`src/rtl/scm_fifo_ctrl.sv`:
```
// Streaming valid/ready FIFO controller in front of a two-port SCM macro.
// A 2-entry skid buffer on DOUT hides the one-cycle read latency.
module scm_fifo_ctrl #(
    parameter int ADDR_WIDTH = 6,
    parameter int DATA_WIDTH = 64
) (
    input  logic                  CLK,
    input  logic                  RST,

    input  logic                  in_valid,
    output logic                  in_ready,
    input  logic [DATA_WIDTH-1:0] in_data,

    output logic                  out_valid,
    input  logic                  out_ready,
    output logic [DATA_WIDTH-1:0] out_data,

    output logic                  WE,
    output logic [ADDR_WIDTH-1:0] WADDR,
    output logic [DATA_WIDTH-1:0] DIN,
    output logic                  RE,
    output logic [ADDR_WIDTH-1:0] RADDR,
    output logic                  SE,
    input  logic [DATA_WIDTH-1:0] DOUT,

    output logic [ADDR_WIDTH+1:0] count
);

    localparam int                  DEPTH   = 2 ** ADDR_WIDTH;
    localparam logic [ADDR_WIDTH:0] DEPTH_C = (ADDR_WIDTH + 1)'(DEPTH);

    logic [ADDR_WIDTH-1:0] wptr_q, wptr_d;
    logic [ADDR_WIDTH-1:0] rptr_q, rptr_d;
    logic [ADDR_WIDTH:0]   mem_cnt_q, mem_cnt_d;
    logic                  rd_inflight_q, rd_inflight_d;
    logic [1:0]            buf_cnt_q, buf_cnt_d;
    logic                  head_q, head_d;
    logic                  tail_q, tail_d;
    logic [DATA_WIDTH-1:0] buf_q [2];
    logic [DATA_WIDTH-1:0] buf_d [2];

    logic       push;
    logic       pop;
    logic       re;
    logic [2:0] buf_occ;

    // Handshakes and memory strobes, all from registered state plus inputs.
    always_comb begin
        in_ready  = !RST && (mem_cnt_q < DEPTH_C);
        push      = in_valid && in_ready;
        out_valid = (buf_cnt_q != 2'd0);
        pop       = out_valid && out_ready;
        // Buffer slots that will be taken after this edge if no new read is issued.
        buf_occ   = 3'(buf_cnt_q) + 3'(rd_inflight_q) - 3'(pop);
        re        = !RST && (mem_cnt_q != '0) && (buf_occ < 3'd2);
    end

    assign WE       = push;
    assign WADDR    = wptr_q;
    assign DIN      = in_data;
    assign RE       = re;
    assign RADDR    = rptr_q;
    assign SE       = 1'b0;
    assign out_data = buf_q[head_q];
    assign count    = (ADDR_WIDTH + 2)'(mem_cnt_q)
                    + (ADDR_WIDTH + 2)'(rd_inflight_q)
                    + (ADDR_WIDTH + 2)'(buf_cnt_q);

    always_comb begin
        // NOTE: every _d gets a default first so no path through this block infers a latch.
        wptr_d        = wptr_q;
        rptr_d        = rptr_q;
        mem_cnt_d     = mem_cnt_q;
        rd_inflight_d = rd_inflight_q;
        buf_cnt_d     = buf_cnt_q;
        head_d        = head_q;
        tail_d        = tail_q;
        buf_d         = buf_q;

        if (RST) begin
            // A read already in flight is dropped: DOUT is not captured this edge.
            wptr_d        = '0;
            rptr_d        = '0;
            mem_cnt_d     = '0;
            rd_inflight_d = 1'b0;
            buf_cnt_d     = 2'd0;
            head_d        = 1'b0;
            tail_d        = 1'b0;
        end else begin
            if (push) begin
                wptr_d = wptr_q + 1'b1;
            end
            if (re) begin
                rptr_d = rptr_q + 1'b1;
            end
            if (push && !re) begin
                mem_cnt_d = mem_cnt_q + 1'b1;
            end else if (!push && re) begin
                mem_cnt_d = mem_cnt_q - 1'b1;
            end
            rd_inflight_d = re;
            buf_cnt_d     = buf_occ[1:0];
            if (rd_inflight_q) begin
                buf_d[tail_q] = DOUT;
                tail_d        = !tail_q;
            end
            if (pop) begin
                head_d = !head_q;
            end
        end
    end

    // NOTE: sequential state uses non-blocking assignments so every flop samples pre-edge values.
    always_ff @(posedge CLK) begin
        wptr_q        <= wptr_d;
        rptr_q        <= rptr_d;
        mem_cnt_q     <= mem_cnt_d;
        rd_inflight_q <= rd_inflight_d;
        buf_cnt_q     <= buf_cnt_d;
        head_q        <= head_d;
        tail_q        <= tail_d;
    end

    // NOTE: buffer storage is deliberately not reset; buf_cnt_q alone decides what is valid.
    always_ff @(posedge CLK) begin
        buf_q[0] <= buf_d[0];
        buf_q[1] <= buf_d[1];
    end

endmodule

```
`config.mk`:
```
export PLATFORM = sky130hd
export DESIGN_NAME = scm_fifo_ctrl
export DESIGN_NICKNAME = d
export VERILOG_FILES = /design/src/rtl/scm_fifo_ctrl.sv
export SDC_FILE = /design/constraint.sdc
export NUM_CORES = 1
export LEC_CHECK = 0
export CAP_MARGIN = 20
export CORE_MARGIN = 2
export CORE_UTILIZATION = 46
export CTS_CLUSTER_DIAMETER = 80
export DETAILED_ROUTE_END_ITERATION = 8
export PLACE_DENSITY = 0.92
export RECOVER_POWER = 50
export SYNTH_ARGS = -nofsm -noshare
export SYNTH_HDL_FRONTEND = slang
export SYNTH_SLANG_ARGS = --single-unit
```
`constraint.sdc`:
```
create_clock -name CLK -period 16.8 [get_ports CLK]
set_input_delay 2.52 -clock CLK [delete_from_list [all_inputs] [get_ports CLK]]
set_output_delay 2.52 -clock CLK [all_outputs]
set_load 0.01 [all_outputs]
```
==> impl_results.md, run 1 <==
- CP Data Arrival Time: 5.30 ns
- Starting DRC count in detailed routing: 263
- # Post-CTS Setup Buffers: 0
- Num Clock Sinks: 152
- Status: finished with violations
- Hold path depth: 1
- First-pass GRT wire length: 20.5 mm
- Register-to-Register Path Depth: 17
- Area of the core: 13900 sq um
- Clock skew: 0.00991 ns
- R2r endpoint: mem_cnt_q[6]$_SDFFE_PP0P_
- Vias/cell: 5.19
- FF+latch count, synth: 152
- Clk Latency, worst-skew pair: 0.42 ns
- DRC violation count after routing: 0
- Die Wd: 124 microns
- Layout cells sized above 1: 19.2%
- RSZ-0062 raised after global routing: no
- CTS tree: built
- Post-synth EDFFs: 128
- Vias in the first global route: 3888
- Placed cell areas: 7880 sq um
- Max Freq: 0.128 GHz
- Flop2flop setup slack: 12.18 ns
- Synthesis-to-finish area growth: 27.6%
- Commonest non-fill, non-tap cell in the layout: edfxtp_1
- Post-CTS Resized: 0
- Worst Hold End: RADDR[5]$_SDFFE_PP0P_
- Register area share after synthesis: 65.5%
- Worst setup margin: 8.98 ns
- Initial antenna violation count: 6
- Nets: 682
- Final Hold Vio Count: 0
- Unique masters post-synth: 46
- Synth Flop Type: edfxtp_1
- Clock root buffer: clkbuf_16
- Post-synth ARST share: 0%
- Crit path kind: in -> out
- Filler Cells Inserted: 969
- Max-slew violations: 65
- Post-DR wirelength/cell: 19.1 microns
- WHS: 0.468 ns
- Max clock buf depth: 2
- Syn_nets: 580
- Cell count after synthesis: 432
- Critical path capture point type: output pin
- Setup violations, final: 0
- H-tree levels: 4
- Final Critical Period: 7.82 ns
- Fin crit share: 46.5%
- Pre-Repair DR Iteration Count: 4
- Grt ovf: 0
- Slew @ Worst Pin: 3.52 ns
- Placer Congestion: 0.836
- DIE HEIGHT: 124 microns
- Post-Place Setup Slack: 9.01 ns
- Failing checks: max-capacitance violations, max-slew violations
- Largest net degree at the start of global routing: 65
- Synth warn: 0
- Crit Reg-Reg Startpoint: buf_cnt_q[1]$_SDFF_PP0_
- Worst Hold Launch: RADDR[5]$_SDFFE_PP0P_
- Post-Route Utilization: 60.5%
- Initial Util: 47.4%
- Max_cap viols: 1
- Max-slew headroom at the worst pin: -135%
- Placed insts: 695
- CTS clk-pin slew, worst paths: 0.06 ns
- Num CTS Buffers: 17
- Seq. cell area: 4330 sq um
- Commonest cells after routing, fill and taps aside: 128 x edfxtp_1, 78 x dlygate4sd3_1, 77 x clkdlybuf4s50_1
- Setup TNS: 0 ns
- CP Max Fanout: 4
- Row Count: 43
- Syn_area_per_cell: 15.3 sq um
- Worst Path Required: 14.28 ns
- Port buffer count: 155
- Die area: 15300 sq um
- Pwr Total: 1.21 mW
- Min-Delay Path Class: reg -> reg
- Cell Count, Final, Fillers Out: 732
- Post-CTS Hold Fix Bufs: 0
- Synthesized cell area: 6610 sq um
- Multi-input gate area: 1690 sq um
- CP Launch Type: input pin
- DP HPWL: 9.69 mm
- Drt total wl: 14.0 mm
- Tot GR Track Use: 18.1%
- Pwr dens: 144 nW/um^2
- Leak Pwr: 2.96 nW
- Final ANT Viol Nets: 0
- Peak VDD IR: 0.117 mV
- Fin area: 8430 sq um
- Vias: 3799
- IO Pins: 285
-- report_power, final --
group | switching [mW] | internal (mW)
Clock | 0.146 | 0.204
Combinational | 0.181 | 0.202
Sequential | 0.0268 | 0.450
Total | 0.353 | 0.856
-- worst max path at each step --
| stage | from | end |
|---|---|---|
| floorplan | RST | buf_q[100]$_DFFE_PP_ |
| global route | out_ready | RE |
| detailed placement | out_ready | RE |
| CTS | out_ready | RE |
| finish | out_ready | RE |
| global placement | out_ready | RE |
-- sequential cells by signal, indices dropped and copies added (netlist names) --
register	flops
RADDR	6
head_q	1
rd_inflight_q	1
buf_q	128
buf_cnt_q	2
mem_cnt_q	7
tail_q	1
WADDR	6
-- final cells by class --
cell class / count / area share [%]
Antenna cell: 6 / 0.178
Clock buffer: 17 / 5.05
Clock inverter: 14 / 1.47
Inverter: 13 / 0.579
Multi-Input combinational cell: 191 / 20.0
Sequential cell: 152 / 51.3
Tap cell: 180 / 2.67
Timing Repair Buffer: 159 / 18.7
-- worst max-delay path, stage by stage --
cell and delay (ns):
clkdlybuf4s50_1 0.46, and2_0 0.19, ha_1 0.25, inv_1 0.06, ha_1 0.13, inv_1 0.05, fa_1 0.49, nand2b_1 0.17
a211oi_4 0.36, clkdlybuf4s50_1 0.60
-- Yosys cell counts, types with 3 or more instances --
cell type  count  area share, %
clkbuf_1       5           0.28
and3_1         4           0.38
fa_1           4            1.2
nand3_1        6           0.45
mux2i_1        3           0.45
ha_1          12            2.3
a21oi_1        7           0.53
mux2_2        64             11
nor2_1        22            1.3
dfxtp_1       24            7.3
o21ai_0        5           0.38
edfxtp_1     128             58
nor2b_1        4           0.38
nand2_1       10           0.57
buf_2          5           0.38
xnor2_1        9            1.2
inv_1         13           0.74
buf_4         65            7.4
xor2_1         9            1.2
-- cells by family (layout without fill, tap and decap cells) --
kind of cell / Yosys count / count (layout) / synth area share [%]
AO/OA/AOI/OAI: 25 / 25 / 2.88
XOR/XNOR: 18 / 18 / 2.39
adder cells (fa/ha/maj): 16 / 16 / 3.49
buffers and inverters: 89 / 203 / 8.96
flip-flops: 152 / 152 / 65.5
multiplexers: 68 / 68 / 11.6
other: 1 / 7 / 0.0568
AND/OR/NAND/NOR: 63 / 63 / 5.17
-- per-layer routing --
| metal | share of wire, % | up-vias | track usage [%] |
|---|---|---|---|
| met3 | 12 | 42 | 9.75 |
| met2 | 49 | 230 | 29.5 |
| li1 | - | 1715 | - |
| met5 | 0 | - | 0 |
| met1 | 37 | 1812 | 19.8 |
| met4 | 2.1 | 0 | 7.24 |
(Power assumes the default switching activity.)
==> run 2, diff against run 1 <==
--- a/config.mk
+++ b/config.mk
@@ -7,10 +7,10 @@
 export LEC_CHECK = 0
 export CAP_MARGIN = 20
 export CORE_MARGIN = 2
-export CORE_UTILIZATION = 46
+export CORE_UTILIZATION = 43
 export CTS_CLUSTER_DIAMETER = 80
 export DETAILED_ROUTE_END_ITERATION = 8
-export PLACE_DENSITY = 0.92
+export PLACE_DENSITY = 0.87
 export RECOVER_POWER = 50
 export SYNTH_ARGS = -nofsm -noshare
 export SYNTH_HDL_FRONTEND = slang
==> constraint.sdc (replaced) <==
create_clock -name CLK -period 7.8 [get_ports CLK]
set_input_delay 1.17 -clock CLK [delete_from_list [all_inputs] [get_ports CLK]]
set_output_delay 1.17 -clock CLK [all_outputs]
set_load 0.01 [all_outputs]
==> impl_results.md, run 2 (same netlist as run 1, synthesis figures left out) <==
- Commonest non-fill, non-tap cell in the layout: edfxtp_1
- Layout cells sized above 1: 19.2%
- Pre-Repair DR Iteration Count: 4
- DRC violation count after routing: 0
- Filler Cells Inserted: 1175
- Vias/cell: 5.01
- Tot GR Track Use: 16.7%
- Clock power share: 28.4%
- Fin area: 8420 sq um
- # Post-CTS Setup Buffers: 0
- RSZ-0062 raised after global routing: no
- Largest register FFs: 128
- Critical path capture point type: output pin
- Setup violations, final: 0
- Pwr dens: 306 nW/um^2
- CP Data Arrival Time: 3.89 ns
- Delay-heaviest family, CP: buffers and inverters
- Max-slew headroom at the worst pin: -14.5%
- Crit path kind: in -> out
- Int Pwr: 1.81 mW
- Post-CTS Resized: 0
- Drt total wl: 13.6 mm
- Slew @ Worst Pin: 1.72 ns
- CTS tree: built
- Placer Congestion: 0.797
- Failing checks: max-capacitance violations, max-slew violations
- Commonest cells after routing, fill and taps aside: 128 x edfxtp_1, 90 x clkdlybuf4s50_1, 65 x dlygate4sd3_1
- Num CTS Buffers: 17
- Min-Delay Path Class: reg -> reg
- Die area: 16400 sq um
- Max clock buf depth: 2
- Area of the core: 15100 sq um
- IO Pins: 285
- Setup TNS: 0 ns
- Slowest cell on the critical path: nor3b_1
- DIE HEIGHT: 128 microns
- DP HPWL: 9.49 mm
- Post-CTS Hold Fix Bufs: 0
- Crit path cell chain: dlygate4sd3_1 -> clkbuf_1 -> nor3b_1 -> clkdlybuf4s50_1
- Grt ovf: 0
- Fin crit share: 64.9%
- Placed cell areas: 7890 sq um
- Clock root buffer: clkbuf_16
- Vias in the first global route: 3924
- Top Registers: buf_q x128, mem_cnt_q x7
- CP Max Fanout: 27
- Die Wd: 128 microns
- Max-slew violations: 31
- Nets: 683
- Starting DRC count in detailed routing: 207
- Largest net degree at the start of global routing: 43
- Crit path largest cell delay: 1.04 ns
- Net switching power: 0.762 mW
- Flop pwr share: 40.0%
- CP Launch Type: input pin
- Initial Util: 43.8%
- Clk Latency, worst-skew pair: 0.42 ns
- Row Count: 45
- Cell Count, Final, Fillers Out: 739
- Final Hold Vio Count: 0
- Max_cap viols: 1
- Num Clock Sinks: 152
- H-tree levels: 4
- Max Freq: 0.198 GHz
- Worst Path Required: 6.63 ns
- Synthesis-to-finish area growth: 27.4%
- Peak VDD IR: 0.168 mV
- Status: finished with violations
- Post-DR wirelength/cell: 18.5 microns
- Final Critical Period: 5.06 ns
- Vias: 3706
- Clock skew: 0.00641 ns
- Port buffer count: 155
- Worst Path Buf+Inv: 3
- Net Sw Frac: 29.6%
- Initial antenna violation count: 3
- Comb power frac: 31.6%
- Final ANT Viol Nets: 0
- First-pass GRT wire length: 20.7 mm
- CTS clk-pin slew, worst paths: 0.06 ns
- Leak Pwr: 2.89 nW
- Placed insts: 704
- Largest Register: buf_q
==> run 2: metrics by stage <==
stage	hold WS [ns]	setup WS [ns]	total power, mW	util (%)
final	0.468	2.74	2.57	55.8
after global routing	0.484	2.50	2.70	55.8
after CTS	0.469	2.72	2.61	55.8
after detailed placement	0.453	2.53	1.87	52.3
after global placement	0.454	2.67	1.84	52.3
after floorplan	0.478	1.40	1.54	-
==> run 2: routing by layer <==
layer	global-route usage [%]	routed length (microns)	part of all wire [%]
met4	6.85	313	2.3
met5	1.86	35	0.26
met3	8.85	1390	10
met2	27.1	6630	49
met1	18.4	5270	39
==> run 2: worst paths after layout <==
check        slack (ns)               startpoint  cells after the start                   endpoint
min                0.47    RADDR[5]$_SDFFE_PP0P_                      1      RADDR[5]$_SDFFE_PP0P_
min reg2reg        0.47    RADDR[5]$_SDFFE_PP0P_                      1      RADDR[5]$_SDFFE_PP0P_
max                2.74                      RST                      4                         WE
max reg2reg        3.37  buf_cnt_q[1]$_SDFF_PP0_                     17  mem_cnt_q[6]$_SDFFE_PP0P_
==> run 2: cell type report <==
class | count | area [sq um] | share of cell area, %
flip-flops and latches | 152 | 4330 | 51.4
inverters | 13 | 48.8 | 0.580
well taps | 188 | 235 | 2.80
diodes | 3 | 7.51 | 0.0892
repair buffers | 160 | 1580 | 18.8
clock inverters | 13 | 98.8 | 1.17
clock buffers | 19 | 433 | 5.14
multi-input cells | 191 | 1690 | 20.0
==> run 2: power groups by stage <==
| stage | combinational (mW) | clock [mW] | sequential (mW) |
|---|---|---|---|
| 2_1_floorplan | 0.520 | 0 | 1.02 |
| 3_3_place_gp | 0.794 | 0 | 1.04 |
| 3_5_place_dp | 0.822 | 0 | 1.05 |
| 4_1_cts | 0.828 | 0.751 | 1.03 |
| 5_1_grt | 0.878 | 0.783 | 1.04 |
| 6_report | 0.815 | 0.731 | 1.03 |
==> run 3, diff against run 2 <==
==> constraint.sdc (replaced) <==
create_clock -name CLK -period 4.9 [get_ports CLK]
set_input_delay 0.735 -clock CLK [delete_from_list [all_inputs] [get_ports CLK]]
set_output_delay 0.735 -clock CLK [all_outputs]
set_load 0.01 [all_outputs]
==> impl_results.md, run 3 (same netlist as run 1, synthesis figures left out) <==
- Crit Reg-Reg Startpoint: buf_cnt_q[1]$_SDFF_PP0_
- Post-CTS Hold Fix Bufs: 0
- CP Max Fanout: 7
- CP Launch Type: input pin
- Starting DRC count in detailed routing: 168
- Commonest non-fill, non-tap cell in the layout: edfxtp_1
- R2r endpoint: mem_cnt_q[6]$_SDFFE_PP0P_
- Clock root buffer: clkbuf_16
- Fin crit share: 91.4%
- Register-to-Register Path Depth: 17
- Vias: 3775
- DP HPWL: 9.18 mm
- Worst Hold End: RADDR[5]$_SDFFE_PP0P_
- Final Hold Vio Count: 0
- Die area: 16400 sq um
- H-tree levels: 4
- Commonest cells after routing, fill and taps aside: 128 x edfxtp_1, 78 x dlygate4sd3_1, 77 x clkdlybuf4s50_1
- Largest net degree at the start of global routing: 65
- DIE HEIGHT: 128 microns
- Port buffer count: 155
- Filler Cells Inserted: 1164
- Setup TNS: 0 ns
- Largest Register: buf_q
- # Post-CTS Setup Buffers: 0
- Status: finished with violations
- Worst Hold Launch: RADDR[5]$_SDFFE_PP0P_
- Setup violations, final: 0
- Multi-input gate area: 1700 sq um
- Placer Congestion: 0.880
- Clock skew: 0.00593 ns
- Crit path kind: in -> reg
- Num Clock Sinks: 152
- Max-slew headroom at the worst pin: -14.8%
- Final Critical Period: 4.48 ns
- Nets: 684
- Post-DR wirelength/cell: 18.3 microns
- Hold path depth: 1
- Post-CTS Resized: 0
- Vias/cell: 5.12
- Peak VDD IR: 0.262 mV
- CP Data Arrival Time: 4.79 ns
- Max-slew violations: 30
- Final ANT Viol Nets: 0
- Top Registers: buf_q x128, mem_cnt_q x7
- Flop2flop setup slack: 0.42 ns
- Pwr Total: 4.21 mW
- Slew @ Worst Pin: 1.72 ns
- Tot GR Track Use: 16.6%
- Pre-Repair DR Iteration Count: 4
- Layout cells sized above 1: 20.2%
- Pwr dens: 497 nW/um^2
- CTS tree: built
- Largest register FFs: 128
- Critical path capture point type: flip-flop
- RSZ-0062 raised after global routing: no
- CTS clk-pin slew, worst paths: 0.07 ns
- IO Pins: 285
- Row Count: 45
- Die Wd: 128 microns
- DRC violation count after routing: 0
- Leak Pwr: 2.98 nW
- Max Freq: 0.223 GHz
- Min-Delay Path Class: reg -> reg
- Failing checks: max-capacitance violations, max-slew violations
- Initial antenna violation count: 0
- Num CTS Buffers: 17
- Seq. cell area: 4330 sq um
- First-pass GRT wire length: 20.6 mm
- Vias in the first global route: 4085
- Clk Latency, worst-skew pair: 0.41 ns
- Max clock buf depth: 2
- Drt total wl: 13.5 mm
- Worst Path Required: 5.21 ns
- Initial Util: 43.8%
- Grt ovf: 0
- Max_cap viols: 1
- Area of the core: 15100 sq um
- Synthesis-to-finish area growth: 28.4%
-- run 3: final cells by class --
type | instances | share of cell area, %
multi-input combinational | 191 | 20.0
clock inverter | 15 | 1.89
timing repair buffer | 161 | 18.7
inverter | 13 | 0.575
antenna | 1 | 0.0295
tap | 188 | 2.77
clock buffer | 17 | 5.01
sequential | 152 | 51.0
-- run 3: critical path, stage by stage --
cell	delay, ns
clkdlybuf4s50_1	0.44
and2_0	0.18
ha_1	0.25
inv_1	0.06
ha_1	0.13
inv_1	0.05
fa_1	0.50
nand2b_1	0.16
a211oi_4	0.34
inv_1	0.07
ha_1	0.27
inv_1	0.20
ha_1	0.32
and4b_1	0.22
a311oi_1	0.31
o211a_1	0.24
mux2_4	0.30
-- run 3: where the power goes --
group / total [mW] / internal, mW / switching (mW)
sequential: 1.63 / 1.54 / 0.0985
clock: 1.27 / 0.721 / 0.549
combinational: 1.31 / 0.700 / 0.608
-- run 3: stage by stage --
stage | util (%) | hold WS, ns | std cells | cell area, sq um | setup WS, ns
floorplan | - | 0.478 | 432 | 6610 | 0.769
detailed placement | 52.4 | 0.462 | 705 | 7910 | 0.0490
finish | 56.2 | 0.462 | 738 | 8480 | 0.421
global route | 56.2 | 0.477 | 737 | 8480 | 0.222
global placement | 52.4 | 0.452 | 705 | 7910 | 0.306
CTS | 56.3 | 0.470 | 737 | 8490 | 0.446
-- run 3: worst max path at each step --
stage,startpoint,endpoint,slack [ns]
floorplan,buf_cnt_q[1]$_SDFF_PP0_,mem_cnt_q[6]$_SDFFE_PP0P_,0.77
global placement,out_ready,mem_cnt_q[6]$_SDFFE_PP0P_,0.31
detailed placement,out_ready,mem_cnt_q[6]$_SDFFE_PP0P_,0.05
CTS,buf_cnt_q[1]$_SDFF_PP0_,mem_cnt_q[6]$_SDFFE_PP0P_,0.45
global route,buf_cnt_q[1]$_SDFF_PP0_,mem_cnt_q[6]$_SDFFE_PP0P_,0.22
finish,out_ready,mem_cnt_q[6]$_SDFFE_PP0P_,0.42
-- run 3: per-layer routing --
layer / vias to the layer above / GRT usage, % / wire [microns]
met5: - / 0 / 0
met4: 0 / 7.50 / 442
met3: 62 / 7.10 / 1170
met2: 167 / 28.6 / 6640
met1: 1830 / 17.7 / 5230
li1: 1716 / - / -
